<file path="config.mk">
export PLATFORM = sky130hd
export DESIGN_NAME = tge_snap_ctrl
export DESIGN_NICKNAME = d
export VERILOG_FILES = /design/src/rtl/tge_snap_pkg.sv /design/src/rtl/tge_snap_ctrl.sv
export SDC_FILE = /design/constraint.sdc
export NUM_CORES = 1
export LEC_CHECK = 0
export CORE_MARGIN = 1
export CORE_UTILIZATION = 45
export DETAILED_ROUTE_END_ITERATION = 10
export GPL_TIMING_DRIVEN = 1
export MAX_ROUTING_LAYER = met4
export PLACE_DENSITY = 0.9
export SETUP_SLACK_MARGIN = 0.5
export SYNTH_ARGS = -nofsm -noshare
export SYNTH_HDL_FRONTEND = slang
export SYNTH_SLANG_ARGS = --single-unit
</file>
<file path="constraint.sdc">
create_clock -name user_clk -period 6.46 [get_ports user_clk]
set_input_delay 1.292 -clock user_clk [delete_from_list [all_inputs] [get_ports user_clk]]
set_output_delay 1.292 -clock user_clk [all_outputs]
set_load 0.01 [all_outputs]
</file>
<file path="src/rtl/tge_snap_pkg.sv">
// Shared definitions for the 10GbE TX snapshot capture controller:
// FSM state encoding plus bit positions in the control and status words.
package tge_snap_pkg;

  typedef enum logic [2:0] {
    ST_IDLE    = 3'd0,
    ST_ARMED   = 3'd1,
    ST_OFFSET  = 3'd2,
    ST_CAPTURE = 3'd3,
    ST_DONE    = 3'd4
  } snap_state_e;

  // Control word bit positions
  localparam int CTRL_ARM          = 0;
  localparam int CTRL_TRIG_IMM     = 1;
  localparam int CTRL_VALID_ALWAYS = 2;
  localparam int CTRL_OFFSET_LSB   = 16;
  localparam int CTRL_OFFSET_MSB   = 31;

  // Status word bit positions
  localparam int STAT_DONE = 31;
  localparam int STAT_BUSY = 30;

endpackage

</file>
<file path="src/rtl/tge_snap_ctrl.sv">
// Snapshot capture controller: arms on a rising edge of ctrl[0], waits for a
// qualified trigger, optionally skips a post-trigger offset, then writes
// 2^ADDR_W qualified samples into the snapshot BRAM with one cycle latency.
module tge_snap_ctrl
  import tge_snap_pkg::*;
#(
  parameter int DATA_W = 64,
  parameter int ADDR_W = 11
) (
  input  logic              user_clk,
  input  logic              user_rst,
  input  logic [31:0]       ctrl,
  input  logic [DATA_W-1:0] din,
  input  logic              din_valid,
  input  logic              trig,
  output logic [ADDR_W-1:0] bram_addr,
  output logic [DATA_W-1:0] bram_din,
  output logic              bram_we,
  output logic [31:0]       status
);

  // Full capture length; count_q is one bit wider so it can hold this value.
  localparam logic [ADDR_W:0] DEPTH = {1'b1, {ADDR_W{1'b0}}};

  snap_state_e       state_q;
  logic              arm_q;
  logic [15:0]       off_cnt_q;
  logic [ADDR_W:0]   count_q;
  logic              we_q;
  logic [ADDR_W-1:0] addr_q;
  logic [DATA_W-1:0] data_q;

  logic        arm_edge;
  logic        qual;
  logic        trig_hit;
  logic [15:0] offset;
  logic        do_write;

  // ctrl[15:3] carries nothing for this block.
  logic unused_ctrl_bits;
  assign unused_ctrl_bits = ^ctrl[15:3];

  assign arm_edge = ctrl[CTRL_ARM] & ~arm_q;
  assign qual     = din_valid | ctrl[CTRL_VALID_ALWAYS];
  assign trig_hit = trig | ctrl[CTRL_TRIG_IMM];
  assign offset   = ctrl[CTRL_OFFSET_MSB:CTRL_OFFSET_LSB];

  // Decide whether this cycle's sample goes to the BRAM; an arm edge always
  // wins, so the sample coincident with it is dropped.
  always_comb begin
    do_write = 1'b0;
    if (!arm_edge && qual) begin
      unique case (state_q)
        ST_ARMED:   do_write = trig_hit && (offset == 16'd0);
        ST_OFFSET:  do_write = (off_cnt_q == 16'd1);
        ST_CAPTURE: do_write = (count_q != DEPTH);
        default:    do_write = 1'b0;
      endcase
    end
  end

  // Control FSM: arm edge detect, trigger/offset sequencing and completion.
  always_ff @(posedge user_clk) begin
    if (user_rst) begin
      state_q   <= ST_IDLE;
      arm_q     <= 1'b1;   // a level already high at reset release must not arm
      off_cnt_q <= 16'd0;
    end else begin
      arm_q <= ctrl[CTRL_ARM];
      if (arm_edge) begin
        state_q   <= ST_ARMED;
        off_cnt_q <= 16'd0;
      end else begin
        unique case (state_q)
          ST_ARMED: begin
            if (qual && trig_hit) begin
              if (offset == 16'd0) begin
                state_q <= ST_CAPTURE;
              end else begin
                // Trigger sample is index 0; index K is the first one stored.
                off_cnt_q <= offset;
                state_q   <= ST_OFFSET;
              end
            end
          end
          ST_OFFSET: begin
            if (qual) begin
              off_cnt_q <= off_cnt_q - 16'd1;
              if (off_cnt_q == 16'd1) begin
                state_q <= ST_CAPTURE;
              end
            end
          end
          ST_CAPTURE: begin
            // Leave one cycle after the final write so done follows bram_we.
            if (count_q == DEPTH) begin
              state_q <= ST_DONE;
            end
          end
          default: ;
        endcase
      end
    end
  end

  // Write datapath: registered BRAM port and the words-written counter,
  // which also serves as the next write address.
  always_ff @(posedge user_clk) begin
    if (user_rst) begin
      we_q    <= 1'b0;
      addr_q  <= '0;
      data_q  <= '0;
      count_q <= '0;
    end else begin
      we_q <= 1'b0;
      if (arm_edge) begin
        count_q <= '0;
      end else if (do_write) begin
        we_q    <= 1'b1;
        addr_q  <= count_q[ADDR_W-1:0];
        data_q  <= din;
        count_q <= count_q + 1'b1;
      end
    end
  end

  assign bram_we   = we_q;
  assign bram_addr = addr_q;
  assign bram_din  = data_q;

  // Status word decode from registered state and count.
  always_comb begin
    status             = '0;
    status[STAT_DONE]  = (state_q == ST_DONE);
    status[STAT_BUSY]  = (state_q == ST_ARMED) || (state_q == ST_OFFSET) ||
                         (state_q == ST_CAPTURE);
    status[ADDR_W:0]   = count_q;
  end

endmodule

</file>
==> flow_metrics.tcl, run 1 <==
set metrics [dict create \
    synth-seq-area-share 0.466 \
    dieArea_mm2 0.0107 \
    cts_tree "yes" \
    ios 208 \
    hpwl_um 9390 \
    die_x_um 104 \
    clock_sinks 108 \
    grt_util_met1 0.288 \
    grt_util_met3 0.0529 \
    cp_slowest_stage_delay_ns 0.68 \
    place_congestion 0.932 \
    diodes 0 \
    first_pass_iters 5 \
    synth_area_per_cell_um2 7.79 \
    switchingPower_w 0.000361 \
    grt_most_used_layer "met2" \
    slew_headroom 0.357 \
    rsz0062_at_grt "false" \
    drt-initial-drc-count 282 \
    synth-edff-count 0 \
    crit_family "compound AO/OA/AOI/OAI gates" \
    root_buffer "clkbuf_8" \
    critPathKind "in -> reg" \
    grt_max_degree 80 \
    fin_crit_sh 0.673 \
    n_fill_cell 812 \
    cts_setup_buffers 0 \
    p_sw_frac 0.282 \
    initial_core_util 0.469 \
    grt_overflow 0 \
    nets 851 \
    power_frac_seq 0.536 \
    cts_buffers 9 \
    ctsResizeCount 0 \
    crit_fanout 47 \
    syn_to_final_growth_pct 41.4 \
    drc 0 \
    grt_usage 0.250 \
    power_density_mw_per_mm2 195 \
    fp.dieH_um 104 \
    status "complete, no violations" \
    slowest_stage "o41ai_4" \
    post-synth-top-count-cell "nand2_1" \
    max_slew.worst_pin.slew_ns 0.956 \
    dp_slack_ns 1.77 \
    combPwrFrac 0.147 \
    synth_common_cells "nand2_1, dfxtp_1, a21oi_1, nor2_1, clkbuf_1" \
    synth_area_leader_cell "dfxtp_1" \
    synth_warnings 0 \
    hold_violations 0 \
    first_global_vias 4482 \
    setup_viol 0 \
    wl_um 13300 \
    peakVddDrop_v 0.000158 \
    core_area_mm2 0.00991 \
    cts_max_level 3 \
    ys_seq_elements 108 \
    synth_area_leaders "dfxtp_1, nand2_1, a21oi_1" \
    final_layout_size_suffix_gt1_frac 0.0479 \
    syn_area_mm2 0.00464 \
    row_count 36 \
    wl_per_cell_um 15.0 \
    synth_cells 596 \
    clock_path_buffers 2 \
    drt-vias-per-instance 5.27 \
    fin_skew_ns 0.0159 \
    yosys.area.top_type_share 0.466 \
    grt_pass1_wl_um 21400 \
    final.setup.worst_slack_ns 2.11 \
    hold_buffers 0 \
    hp-class "reg -> reg" \
    final_cells 885 \
    arrival_ns 4.62 \
    ant_nets 0 \
    min_period_ns 4.35 \
    critPathBufInv 2 \
    async_flop_share 0 \
    p_leak_nw 2.25 \
    endpoint_kind "flip-flop" \
    met2_usage 0.436 \
    pwr-share-clk 0.316 \
    drv_slew 0 \
    cp_cell_sequence "clkdlybuf4s50_1 -> nor4_1 -> nand4_1 -> o41ai_4 -> o21a_2 -> buf_4 -> nand2_1 -> a21oi_1" \
    maxCapViolCount 0 \
    fin_setup_tns_ns 0 \
    ys_dominant_reg_cell "dfxtp_1" \
    io_buffer_count 176 \
    start_kind "input pin" \
    clk_pin_slew_worst_paths_ns 0.10 \
    fmax_ghz 0.230 \
    vias 4666 \
    antenna_found_initial 0 \
    critPathRequiredTime_ns 6.74 \
    hold_ws_ns 0.460 \
    dp.cells 869 \
    insertion_delay_ns 0.37 \
    p_int_w 0.000917 \
    ys_types 49 \
]
[logic make-up (layout without fill, tap and decap cells)]
| group | count (synthesis) | after routing | synth area share |
|---|---|---|---|
| buffers and inverters | 62 | 201 | 0.0692 |
| adders and majority gates | 4 | 4 | 0.0108 |
| muxes | 1 | 1 | 0.00216 |
| AOI/OAI and AO/OA | 152 | 152 | 0.195 |
| DFF | 108 | 108 | 0.466 |
| other | 1 | 18 | 0.000808 |
| xor gates and xnor gates | 8 | 8 | 0.0151 |
| and+or+nand+nor | 260 | 260 | 0.242 |
[stage by stage]
| stage | util | area, um^2 | total power, W |
|---|---|---|---|
| after global placement | 0.643 | 6370 | 0.000878 |
| after floorplan | - | 4710 | 0.000810 |
| after CTS | 0.663 | 6570 | 0.00129 |
| after global routing | 0.663 | 6570 | 0.00133 |
| after detailed placement | 0.643 | 6370 | 0.000886 |
| final | 0.663 | 6570 | 0.00128 |
[registers in the layout (all words and copies together) (netlist names)]
signal,count
bram_din,64
off_cnt_q,16
count_q,12
bram_addr,11
state_q,3
arm_q,1
bram_we,1
[power groups by stage]
stage          Clock (W)  Sequential [W]  Combinational, W
2_1_floorplan          0        0.000696          0.000114
3_3_place_gp           0        0.000699          0.000179
3_5_place_dp           0        0.000701          0.000185
4_1_cts         0.000415        0.000686          0.000186
5_1_grt         0.000441        0.000688          0.000204
6_report        0.000405        0.000686          0.000188
[worst reg2reg max path, cell delays in order (launching register included)]
cell	delay, ns
dfxtp_1	0.55
nor3b_4	0.51
nand4_1	0.23
nor2_2	0.42
o21a_2	0.65
buf_4	0.54
nand2_1	0.14
a21oi_1	0.17
[cell type report]
| cell class | instances | area (um^2) | area share |
|---|---|---|---|
| Clock buffer | 10 | 128 | 0.0194 |
| Sequential cell | 108 | 2160 | 0.329 |
| Timing Repair Buffer | 181 | 1790 | 0.273 |
| Tap cell | 133 | 166 | 0.0253 |
| Multi-Input combinational cell | 443 | 2230 | 0.340 |
| Clock inverter | 6 | 67.6 | 0.0103 |
| Inverter | 4 | 15.0 | 0.00229 |
[per-layer routing]
layer	part of all wire	vias to the layer above
li1	-	2287
met1	0.40	2177
met2	0.51	174
met3	0.067	28
met4	0.020	0
met5	0	-
[cells in the final DEF, fill, tap and decap left out, types with 3 or more instances in the layout]
cell type,instances
a21oi_1,99
a31o_2,6
and2_1,3
and3_1,6
buf_4,5
clkbuf_8,9
clkdlybuf4s50_1,175
conb_1,18
dfxtp_1,108
ha_1,4
inv_1,4
inv_6,4
nand2_1,177
nand3_1,3
nor2_1,29
nor2b_1,3
nor3_1,13
nor4_1,6
o2111ai_1,5
o211ai_1,5
o21ai_0,15
o31ai_1,3
o32ai_1,3
o41ai_1,3
or4_1,4
xor2_1,7
[worst paths after layout]
| check | startpoint | slack [ns] | cells after the start | endpoint |
|---|---|---|---|---|
| worst max-delay path | ctrl[27] | 2.11 | 8 | bram_din[53] |
| worst min-delay path | bram_din[22] | 0.46 | 2 | bram_din[22] |
| worst max register to register | state_q[1] | 3.17 | 7 | bram_din[53] |
| worst min register to register | bram_din[22] | 0.46 | 2 | bram_din[22] |
(Power assumes the default switching activity.)
==> inputs of run 2 (changes only) <==
- CORE_UTILIZATION: 45 -> 38
- PLACE_DENSITY: 0.9 -> 0.81
- clock period: 6.46 -> 3.9 ns (I/O delays scaled with it)
==> run 2 against run 1 <==
Against the previous run: die area increased by 18%; total power increased by 82%; critical path type unchanged; flip-flop and latch count unchanged; combinational power increased by 63%.
==> flow_metrics.tcl, run 2 (synthesis gave the netlist of run 1 again) <==
set metrics [dict create \
    peakVddDrop_v 0.000324 \
    dp.cells 886 \
    power_frac_seq 0.488 \
    final_cells 902 \
    clk_pin_slew_worst_paths_ns 0.07 \
    drc 0 \
    fmax_ghz 0.346 \
    first_pass_iters 4 \
    p_sw_frac 0.259 \
    start_kind "input pin" \
    slew_headroom 0.230 \
    syn_to_final_growth_pct 44.5 \
    fin_setup_tns_ns 0 \
    antenna_found_initial 1 \
    hold_buffers 0 \
    endpoint_kind "flip-flop" \
    status "complete, no violations" \
    wl_um 12500 \
    wl_per_cell_um 13.9 \
    grt_overflow 0 \
    fp.dieH_um 113 \
    crit_fanout 13 \
    initial_core_util 0.388 \
    critPathKind "in -> reg" \
    cp_slowest_stage_delay_ns 0.53 \
    dieArea_mm2 0.0127 \
    drv_slew 0 \
    critPathRequiredTime_ns 4.18 \
    max_slew.worst_pin.slew_ns 1.16 \
    cts_buffers 9 \
    grt_max_degree 78 \
    min_period_ns 2.89 \
    cts_max_level 3 \
    slowest_stage "or4_1" \
    ios 208 \
    fin_crit_sh 0.742 \
    hpwl_um 8560 \
    row_count 40 \
    clock_sinks 108 \
    grt_pass1_wl_um 20200 \
    hp-class "reg -> reg" \
    root_buffer "clkbuf_16" \
    cts_setup_buffers 0 \
    switchingPower_w 0.000603 \
    combPwrFrac 0.132 \
    arrival_ns 3.18 \
    fin_skew_ns 0.0138 \
    pwr-share-clk 0.381 \
    first_global_vias 4150 \
    nets 854 \
    hold_ws_ns 0.453 \
    final_common_cell "nand2_1" \
    drt-vias-per-instance 5.01 \
    ctsResizeCount 0 \
    vias 4522 \
    die_x_um 113 \
    place_congestion 0.855 \
    maxCapViolCount 0 \
    setup_viol 0 \
    clock_path_buffers 2 \
    p_int_w 0.00172 \
    io_buffer_count 176 \
    n_fill_cell 1130 \
    drt-initial-drc-count 284 \
    rsz0062_at_grt "false" \
    p_leak_nw 2.31 \
    grt_usage 0.206 \
    cp_cell_sequence "clkdlybuf4s50_1 -> nor4_1 -> nand4_1 -> o41ai_4 -> buf_4 -> o21ai_4 -> or4_1 -> a21oi_1" \
    core_area_mm2 0.0120 \
    hold_violations 0 \
    cts_tree "yes" \
    layout_common_cells "nand2_1, clkdlybuf4s50_1, dfxtp_1, a21oi_1, nor2_1" \
    insertion_delay_ns 0.35 \
    ant_nets 0 \
    power_density_mw_per_mm2 347 \
    largest_reg_flops 64 \
    final_layout_size_suffix_gt1_frac 0.0517 \
]
[run 2: power by group through the flow]
stage / registers [W] / clock network, W / logic, W
after global routing: 0.00114 / 0.000954 / 0.000335
after CTS: 0.00113 / 0.000917 / 0.000304
after detailed placement: 0.00116 / 0 / 0.000302
final: 0.00113 / 0.000886 / 0.000306
after floorplan: 0.00115 / 0 / 0.000189
after global placement: 0.00116 / 0 / 0.000300
[run 2: metrics by stage]
step	utilization	cell area [um^2]	setup slack, ns	total power (W)
2_1_floorplan	-	4710	1.28	0.00134
3_3_place_gp	0.537	6420	0.616	0.00146
3_5_place_dp	0.537	6420	0.625	0.00146
4_1_cts	0.561	6710	0.996	0.00235
5_1_grt	0.561	6710	0.871	0.00243
6_report	0.561	6710	1.01	0.00233
[run 2: path summary, 6_finish.rpt]
| check | from | end | slack, ns | cells after the start |
|---|---|---|---|---|
| max | ctrl[18] | count_q[5] | 1.01 | 8 |
| min | bram_din[29] | bram_din[29] | 0.45 | 2 |
| max reg2reg | count_q[0] | bram_din[36] | 1.26 | 10 |
| min reg2reg | bram_din[29] | bram_din[29] | 0.45 | 2 |
[run 2: layout make-up]
cell class                      instances  area [um^2]  area share
Inverter                                4         15.0     0.00224
Clock buffer                           10          239      0.0356
Antenna cell                            1         2.50    0.000373
Multi-Input combinational cell        443         2230       0.333
Tap cell                              147          184      0.0274
Timing Repair Buffer                  184         1830       0.273
Sequential cell                       108         2160       0.322
Clock inverter                          5         43.8     0.00653
[run 2: per-layer routing]
| metal | GRT usage | routed length [um] | vias up |
|---|---|---|---|
| met5 | - | 0 | - |
| met1 | 0.247 | 5460 | 2050 |
| met3 | 0.0745 | 939 | 17 |
| li1 | - | - | 2297 |
| met4 | 0.0702 | 197 | 0 |
| met2 | 0.321 | 5930 | 158 |
[run 2: critical path, delay by kind of cell]
family	cells	cell delay (ns)
and+or+nand+nor	3	1.12
buffers and inverters	2	0.65
AOI/OAI and AO/OA	3	0.63
==> inputs of run 3 (changes only) <==
- CORE_UTILIZATION: 38 -> 42
- PLACE_DENSITY: 0.81 -> 0.85
- clock period: 3.9 -> 2.8 ns (I/O delays scaled with it)
==> run 3 against run 2 <==
Against the previous run: first-iteration DRC count increased by 14%; core utilization up 10 points; clock skew up 0.0027 ns; clock power grew 21%; hold slack improved by 0.0063 ns; largest cell class unchanged; setup slack got worse by 0.50 ns; global-route usage grew 4.9 points.
==> flow_metrics.tcl, run 3 (synthesis gave the netlist of run 1 again) <==
set metrics [dict create \
    dp_slack_ns -0.286 \
    place_congestion 0.871 \
    ant_nets 0 \
    clk_pin_slew_worst_paths_ns 0.11 \
    n_fill_cell 815 \
    setup_viol 0 \
    root_buffer "clkbuf_8" \
    drc 0 \
    ios 208 \
    maxCapViolCount 0 \
    vias 4906 \
    first_pass_iters 5 \
    grt_pass1_wl_um 22400 \
    row_count 38 \
    layout_common_cells "nand2_1, clkdlybuf4s50_1, dfxtp_1, a21oi_1, buf_4" \
    fin_setup_tns_ns 0 \
    critPathRequiredTime_ns 3.04 \
    crit_fanout 5 \
    antenna_found_initial 0 \
    cts_buffers 9 \
    diodes 0 \
    final_cells 930 \
    dp.cells 905 \
    hp-class "reg -> reg" \
    power_density_mw_per_mm2 437 \
    fin_skew_ns 0.0166 \
    largest_reg_flops 64 \
    fin_crit_sh 0.819 \
    grt_max_degree 78 \
    nets 890 \
    first_global_vias 4819 \
    final_layout_size_suffix_gt1_frac 0.141 \
    cts_tree "yes" \
    initial_core_util 0.430 \
    wl_um 14700 \
    rsz0062_at_grt "true" \
    start_kind "flip-flop" \
    insertion_delay_ns 0.38 \
    syn_to_final_growth_pct 54.4 \
    min_period_ns 2.29 \
    final.setup.worst_slack_ns 0.506 \
    grt_usage 0.255 \
    fp.dieH_um 107 \
    status "complete, no violations" \
    clock_sinks 108 \
    endpoint_kind "flip-flop" \
    dieArea_mm2 0.0115 \
    drt-vias-per-instance 5.28 \
    arrival_ns 2.54 \
    final_common_cell "nand2_1" \
    cts_max_level 3 \
    peakVddDrop_v 0.000331 \
    grt_overflow 0 \
    slew_headroom 0.446 \
    p_total_w 0.00313 \
    drv_slew 0 \
    p_leak_nw 2.55 \
    fmax_ghz 0.436 \
    max_slew.worst_pin.slew_ns 0.831 \
    critPathKind "reg -> reg" \
    wl_per_cell_um 15.8 \
    die_x_um 107 \
    core_area_mm2 0.0108 \
    io_buffer_count 176 \
    hold_violations 0 \
    clock_path_buffers 2 \
    drt-initial-drc-count 323 \
    hpwl_um 9990 \
]
run 3: changes by cell type in the layout (fill, tap and decap cells not counted), moves of 8 or more:
| cell | before | now |
|---|---|---|
| clkdlybuf4s50_1 | 175 | 159 |
| clkbuf_8 | 1 | 9 |
| clkbuf_2 | 0 | 12 |
| clkbuf_16 | 9 | 1 |
| buf_4 | 7 | 32 |
run 3: final cells by class:
type	count	area [um^2]	area share
repair buffers	220	2210	0.308
well taps	140	175	0.0244
inverters	4	15.0	0.00209
clock buffers	9	124	0.0173
multi-input cells	443	2380	0.332
flip-flops and latches	108	2170	0.302
clock inverters	6	96.3	0.0134
run 3: where the power goes:
| group | switching (W) | total, W | internal [W] |
|---|---|---|---|
| Combinational | 0.000244 | 0.000480 | 0.000236 |
| Sequential | 0.0000288 | 0.00159 | 0.00156 |
| Clock | 0.000555 | 0.00107 | 0.000510 |
run 3: per-layer routing:
layer	GRT usage	routed length, um
met2	0.428	7500
met5	-	0
met4	0.107	340
met3	0.0687	1060
met1	0.287	5750
run 3: final timing paths:
kind	startpoint	endpoint	slack [ns]	depth (start not counted)
min reg2reg	bram_din[42]	bram_din[42]	0.46	2
min	bram_din[42]	bram_din[42]	0.46	2
max reg2reg	off_cnt_q[0]	off_cnt_q[15]	0.51	6
max	off_cnt_q[0]	off_cnt_q[15]	0.51	6
run 3: what timing repair did:
item / in CTS / in global routing
buffers inserted: 5 / 1
cloned: 3 / 1
hold buffers: 0 / 0
gates resized for setup: 30 / 41
endpoints found under the setup margin: 97 / 95
pin swaps: 5 / 10
run 3: stage by stage:
stage / area, um^2 / hold slack, ns / utilization
3_5_place_dp: 6700 / 0.447 / 0.621
2_1_floorplan: 4780 / 0.455 / -
3_3_place_gp: 6700 / 0.441 / 0.621
6_report: 7170 / 0.459 / 0.664
5_1_grt: 7170 / 0.477 / 0.664
4_1_cts: 7110 / 0.461 / 0.659
run 3: critical path, cell delays in order, from the launching register on:
cell and delay [ns]:
dfxtp_2 0.36, or4_4 0.55, or2_4 0.27, or4_4 0.46, o41a_1 0.33, o21ai_1 0.13
a21oi_1 0.08
